### config.mk
export PLATFORM = sky130hd
export DESIGN_NAME = vga_sync
export DESIGN_NICKNAME = d
export VERILOG_FILES = /design/src/rtl/vga_pkg.sv /design/src/rtl/vga_sync.sv
export SDC_FILE = /design/constraint.sdc
export NUM_CORES = 1
export LEC_CHECK = 0
export ABC_AREA = 0
export BUFFER_PORTS_ARGS = -buffer_cell sky130_fd_sc_hd__buf_4
export CORE_UTILIZATION = 45
export DETAILED_ROUTE_END_ITERATION = 6
export GPL_ROUTABILITY_DRIVEN = 0
export PLACE_DENSITY = 0.75
export SLEW_MARGIN = 25
export SYNTH_ARGS = -nofsm -noshare
export SYNTH_HDL_FRONTEND = slang
export SYNTH_SLANG_ARGS = --single-unit
export TNS_END_PERCENT = 10
### constraint.sdc
create_clock -name clk -period 2.1 [get_ports clk]
set_input_delay 0.105 -clock clk [delete_from_list [all_inputs] [get_ports clk]]
set_output_delay 0.105 -clock clk [all_outputs]
set_load 0.1 [all_outputs]
### src/rtl/vga_pkg.sv
// Shared VGA timing defaults, colour codes and small helpers used by the
// sync generator and downstream pixel logic.
package vga_pkg;

  localparam int VGA_H_DISPLAY = 640;
  localparam int VGA_H_FRONT   = 16;
  localparam int VGA_H_SYNC    = 96;
  localparam int VGA_H_BACK    = 48;
  localparam int VGA_V_DISPLAY = 480;
  localparam int VGA_V_FRONT   = 10;
  localparam int VGA_V_SYNC    = 2;
  localparam int VGA_V_BACK    = 33;

  localparam int CNT_W = 10;

  // 3-bit RGB colour codes, one bit per gun
  typedef enum logic [2:0] {
    BLACK   = 3'b000,
    BLUE    = 3'b001,
    GREEN   = 3'b010,
    CYAN    = 3'b011,
    RED     = 3'b100,
    MAGENTA = 3'b101,
    YELLOW  = 3'b110,
    WHITE   = 3'b111
  } vga_colour_e;

  typedef struct packed {
    logic [CNT_W-1:0] x;
    logic [CNT_W-1:0] y;
  } vga_pos_t;

  function automatic logic in_range(input logic [CNT_W-1:0] val,
                                    input logic [CNT_W-1:0] lo,
                                    input logic [CNT_W-1:0] hi);
    return (val >= lo) && (val <= hi);
  endfunction

endpackage

### src/rtl/vga_sync.sv
// VGA timing generator: clk/2 pixel enable, horizontal/vertical counters,
// registered active-low syncs and a one-clk frame-start pulse.
module vga_sync
  import vga_pkg::*;
#(
  parameter int H_DISPLAY = VGA_H_DISPLAY,
  parameter int H_FRONT   = VGA_H_FRONT,
  parameter int H_SYNC    = VGA_H_SYNC,
  parameter int H_BACK    = VGA_H_BACK,
  parameter int V_DISPLAY = VGA_V_DISPLAY,
  parameter int V_FRONT   = VGA_V_FRONT,
  parameter int V_SYNC    = VGA_V_SYNC,
  parameter int V_BACK    = VGA_V_BACK
) (
  input  logic       clk,
  input  logic       reset,
  output logic       hsync,
  output logic       vsync,
  output logic       video_on,
  output logic       p_tick,
  output logic [9:0] pixel_x,
  output logic [9:0] pixel_y,
  output logic       f_tick
);

  localparam int H_TOTAL = H_DISPLAY + H_FRONT + H_SYNC + H_BACK;
  localparam int V_TOTAL = V_DISPLAY + V_FRONT + V_SYNC + V_BACK;

  localparam logic [CNT_W-1:0] H_MAX    = CNT_W'(H_TOTAL - 1);
  localparam logic [CNT_W-1:0] V_MAX    = CNT_W'(V_TOTAL - 1);
  localparam logic [CNT_W-1:0] H_VIS    = CNT_W'(H_DISPLAY);
  localparam logic [CNT_W-1:0] V_VIS    = CNT_W'(V_DISPLAY);
  localparam logic [CNT_W-1:0] HS_START = CNT_W'(H_DISPLAY + H_FRONT);
  localparam logic [CNT_W-1:0] HS_END   = CNT_W'(H_DISPLAY + H_FRONT + H_SYNC - 1);
  localparam logic [CNT_W-1:0] VS_START = CNT_W'(V_DISPLAY + V_FRONT);
  localparam logic [CNT_W-1:0] VS_END   = CNT_W'(V_DISPLAY + V_FRONT + V_SYNC - 1);

  logic     tick_q, tick_d;
  vga_pos_t pos_q, pos_d;
  logic     hsync_q, hsync_d;
  logic     vsync_q, vsync_d;

  // Counters only move on the pixel-enable clk; >= keeps a corrupted count
  // from running past the wrap point.
  always_comb begin
    tick_d = ~tick_q;
    pos_d  = pos_q;
    if (tick_q) begin
      if (pos_q.x >= H_MAX) begin
        pos_d.x = '0;
        pos_d.y = (pos_q.y >= V_MAX) ? '0 : pos_q.y + 1'b1;
      end else begin
        pos_d.x = pos_q.x + 1'b1;
      end
    end
    // Decoded from the next count so the syncs line up with pixel_x/pixel_y
    hsync_d = ~in_range(pos_d.x, HS_START, HS_END);
    vsync_d = ~in_range(pos_d.y, VS_START, VS_END);
  end

  always_ff @(posedge clk) begin
    if (reset) begin
      tick_q  <= 1'b0;
      pos_q   <= '0;
      hsync_q <= 1'b1;
      vsync_q <= 1'b1;
    end else begin
      tick_q  <= tick_d;
      pos_q   <= pos_d;
      hsync_q <= hsync_d;
      vsync_q <= vsync_d;
    end
  end

  assign p_tick   = tick_q;
  assign pixel_x  = pos_q.x;
  assign pixel_y  = pos_q.y;
  assign hsync    = hsync_q;
  assign vsync    = vsync_q;
  assign video_on = (pos_q.x < H_VIS) && (pos_q.y < V_VIS);
  assign f_tick   = tick_q && (pos_q.x == '0) && (pos_q.y == '0);

endmodule
======== Word level (Yosys, flattened, before mapping) ========
Cells that the tools add are included.
word-level totals
  register bits after elaboration ......... 23
  input port bits ......................... 2
  output and inout port bits .............. 25
  logic and storage cells ................. 29
operators by class
  $add $sub $neg .......................... 2
  magnitude comparators ................... 8
  mux-type cells .......................... 4
  bitwise logic cells ..................... 3
  reductions and logical operators ........ 7
operators with widths
  operator                                                         number
  >= comparator 10 bit, second input constant                      3
  two-way mux 10 bit                                               3
  adder 10 x 1 -> 10 bit, second input constant                    2
  zero test 10 bit                                                 2
  two-way mux 20 bit                                               1
  >= comparator 10 x 9 -> 1 bit, second input constant             1
  less-or-equal comparator 10 bit, second input constant           1
  less-or-equal comparator 10 x 9 -> 1 bit, second input constant  1
  < comparator 10 bit, second input constant                       1
  < comparator 10 x 9 -> 1 bit, second input constant              1
  logical AND 1 bit                                                5
  inverter 1 bit                                                   3

======== Depth between registers and ports, before layout ========
  depth in word-level cells ............... 7
  mapped depth ............................ 7
  gate-level depth less buffers ........... 6

======== Least setup slack after synthesis ========
OpenSTA, ideal clock, no wires.
  kind .................................... register -> output
  from .................................... reg tick_q, in the netlist p_tick
  to ...................................... out f_tick
  data arrival time ....................... 4.312 ns
  data required time ...................... 1.995 ns
  path slack .............................. -2.317 ns
  stages on the path, launching flop included .. 4
  buffers on the path ..................... 1
  cells stage by stage .................... dfxtp_1 > buf_2 > nand4_1 > nor4_1
on the way
  cells in the longest elaborated chain, start to end .. 2
ends and longest elaborated chain
  item                            line            source
  start, declared                 vga_sync.sv:38  logic tick_q, tick_d;
  start signal, assigned          vga_sync.sv:68  tick_q <= tick_d;
  logical AND 1 bit (2 in a row)  vga_sync.sv:81  assign f_tick = tick_q && (pos_q.x == '0) && (pos_q.y == '0);
  end, declared                   vga_sync.sv:23  output logic f_tick
No other way between the ends.

======== Worst setup path in the final report ========
  from .................................... reg pos_q (netlist bit pixel_y[4])
  to ...................................... out f_tick
on the way
  cells in the longest elaborated chain, start to end .. 2
ends and longest elaborated chain
  item                    line            source
  start, declared         vga_sync.sv:39  vga_pos_t pos_q, pos_d;
  start signal, assigned  vga_sync.sv:69  pos_q <= pos_d;
  zero test 10 bit        vga_sync.sv:81
  logical AND 1 bit       vga_sync.sv:81
No other way between the ends.

==> results.toml <==
[run_status]
status = "finished, final reports clean"

[grt]
grt_usage = 0.201
grt_overflow = 0
grt_pass1_wl_um = 5160
grt_max_degree = 14
grtUsageMet1 = 0.288
grt-busiest-layer = "met2"
grt_pass1_vias = 1088
antenna_found_initial = 0
met2_usage = 0.321
grtUsageMet3 = 0.0207

[die]
fp.coreArea_sq_mm = 0.00278
rows = 19
die_w_um = 56.3
dieArea_sq_mm = 0.00317
start_util = 0.477
chipHeight_um = 56.3
io_pins = 27

[worst_setup_path]
slowest_stage = "or4_4"
endpoint_kind = "output pin"
r2r_setup_slack_ps = 170
worst_r2r_endpoint = "vsync"
path_cells = "or4_4, nor4_4, buf_4"
path_class = "reg2out"
max_stage_delay_ps = 560
worstPathArrival_ps = 1860
required_ps = 2000
r2r_cells = 6
crit_path_start_kind = "flip-flop"
critPathMaxFanout = 6
worstReg2RegStart = "pixel_x[0]"

[clocking]
cts_tree = "done"
insertion_delay_ps = 310
clockRootBuffer = "clkbuf_4"
cts.sink_count = 23
cts.clk_slew.worst_paths_ps = 130
htree_levels = 1
cts_buffers = 3
max-clock-path-buffers = 2

[drt]
vias_per_cell = 5.69
vias = 1212
wl_um = 3000
drt-initial-drc-count = 49
wl_per_cell_um = 14.1
final_antenna_net_count = 0
drc = 0
dr.pass1.iters = 4

[synthesis]
synth_top_area_frac = 0.347
syn_area_sq_mm = 0.00133
synth_edf_count = 0
synth_nets = 164
ys_async_sr_fraction = 0
ys.flop_type = "dfxtp_1"
ys_seq_elements = 23
yosysSeqAreaShare = 0.347
netlist-cell-type-count = 45
synth_area_per_cell_sq_um = 8.39
synth_area_leaders = "dfxtp_1 35%, nor2_1 7.1%, xor2_1 5.3%, xnor2_1 4.6%, nand2_1 4.2%"
synth_most_common_cell = "nor2_1"
ys_top_cells_by_count = "25 x nor2_1, 23 x dfxtp_1, 15 x nand2_1"
post_synth_inst_count = 158
ys_warn_count = 0
synth_top_cell_by_area = "dfxtp_1"

[sta]
relSlewSlack = 0.753
final-max-slew-violation-count = 0
fin_skew_ps = 11.7
worstMarginPinSlew_ps = 369
setup_tns_ps = 0
fin_crit_sh = 0.936
rsz0062_at_grt = "false"
finalSetupViolCount = 0
timing.fmax_ghz = 0.509
post-route-min-period_ps = 1960
finalHoldViolations = 0

[power]
switching_power_mw = 0.208
power_density_mw_per_mm2 = 461
internal-power_mw = 0.536
p_clk_frac = 0.270
combPwrFrac = 0.124
switching_share = 0.280
p_seq_frac = 0.605
ir_worst_vdd_mv = 0.332
p_leak_nw = 0.616

[place]
placed_cell_area_sq_mm = 0.00158
place_inst = 208
portBuffers = 26
hpwl_um = 2240

[finish]
area_delta_synth_final_pct = 21.7
fin_cells = 213
fin_util = 0.580
drive_gt1_frac = 0.324
n_antenna_cell = 0
fin_nets = 189
design_area_sq_mm = 0.00161

[worst_hold_path]
worstHoldStart = "reset"
min_to = "p_tick"
holdPathStages = 3
hp-class = "in2reg"

[run]
drv_cap = 0
[sequential cells by signal, indices dropped and copies added (netlist names)]
name and cells:
pixel_x 10, pixel_y 10, hsync 1, p_tick 1, vsync 1
[power groups by stage]
stage | registers, mW | clock network (mW) | logic, mW
6_report | 0.451 | 0.201 | 0.0926
5_1_grt | 0.453 | 0.233 | 0.0969
4_1_cts | 0.451 | 0.209 | 0.0934
3_5_place_dp | 0.461 | 0 | 0.0918
3_3_place_gp | 0.460 | 0 | 0.0920
2_1_floorplan | 0.491 | 0 | 0.0424
[stage by stage]
step	setup WS [ps]	hold WS (ps)	power, mW
after floorplan	-219	164	0.534
after global placement	247	300	0.552
after detailed placement	197	299	0.553
after CTS	120	494	0.753
after global routing	3.17	514	0.783
final	135	501	0.745
[routing by layer]
layer,routed length (um),vias up
li1,-,618
met1,1450,562
met2,1410,27
met3,108,5
met4,31,0
met5,0,-
[logic make-up (layout without fill, tap and decap cells)]
| kind of cell | count (synthesis) | after routing | share of synthesized area |
|---|---|---|---|
| and+or+nand+nor | 79 | 79 | 0.334 |
| AOI/OAI and AO/OA | 23 | 23 | 0.127 |
| DFF | 23 | 23 | 0.347 |
| xor gates and xnor gates | 15 | 15 | 0.0991 |
| buffers and inverters | 12 | 36 | 0.0396 |
| adders and majority gates | 4 | 4 | 0.0377 |
| muxes | 2 | 2 | 0.0151 |
[repair_timing]
action | CTS | global route
resized for setup | 0 | 0
setup buffers | 0 | 0
hold buffers | 1 | 0
hold endpoints to repair | 2 | 0
[how the worst max path moves through the flow]
stage                     from     end  slack (ps)
floorplan           pixel_y[4]  f_tick        -220
global placement    pixel_y[4]   vsync         250
detailed placement  pixel_x[0]   vsync         200
CTS                 pixel_y[4]  f_tick         120
global route        pixel_x[0]   vsync           3
finish              pixel_y[4]  f_tick         140
[critical path: cells and delay by family (launching register included)]
kind | cells | cell delay (ps)
flops | 1 | 370
simple gates | 2 | 860
buf+inv | 1 | 340
[cell type report]
type | count | area, sq um
clock buffer | 4 | 26.3
inverter | 5 | 18.8
fill | 256 | 1170
multi-input combinational | 123 | 840
tap | 31 | 38.8
sequential | 23 | 485
timing repair buffer | 27 | 205
[cells in the final DEF (no fill, tap or decap), types with 2 or more instances in the layout]
cell type	n
and4b_1	2
xor2_1	8
o21ai_0	2
nor2_1	25
nand4_1	8
o211ai_1	2
clkbuf_4	3
a31oi_1	2
nand3_1	3
buf_4	26
nand3b_1	3
a21oi_1	7
dfxtp_2	17
ha_1	4
nor4_1	3
or2b_2	2
mux2i_1	2
nor3_4	2
inv_1	5
dfxtp_1	5
xnor2_1	7
and3_1	3
nand2_1	15
(Power assumes the default switching activity.)
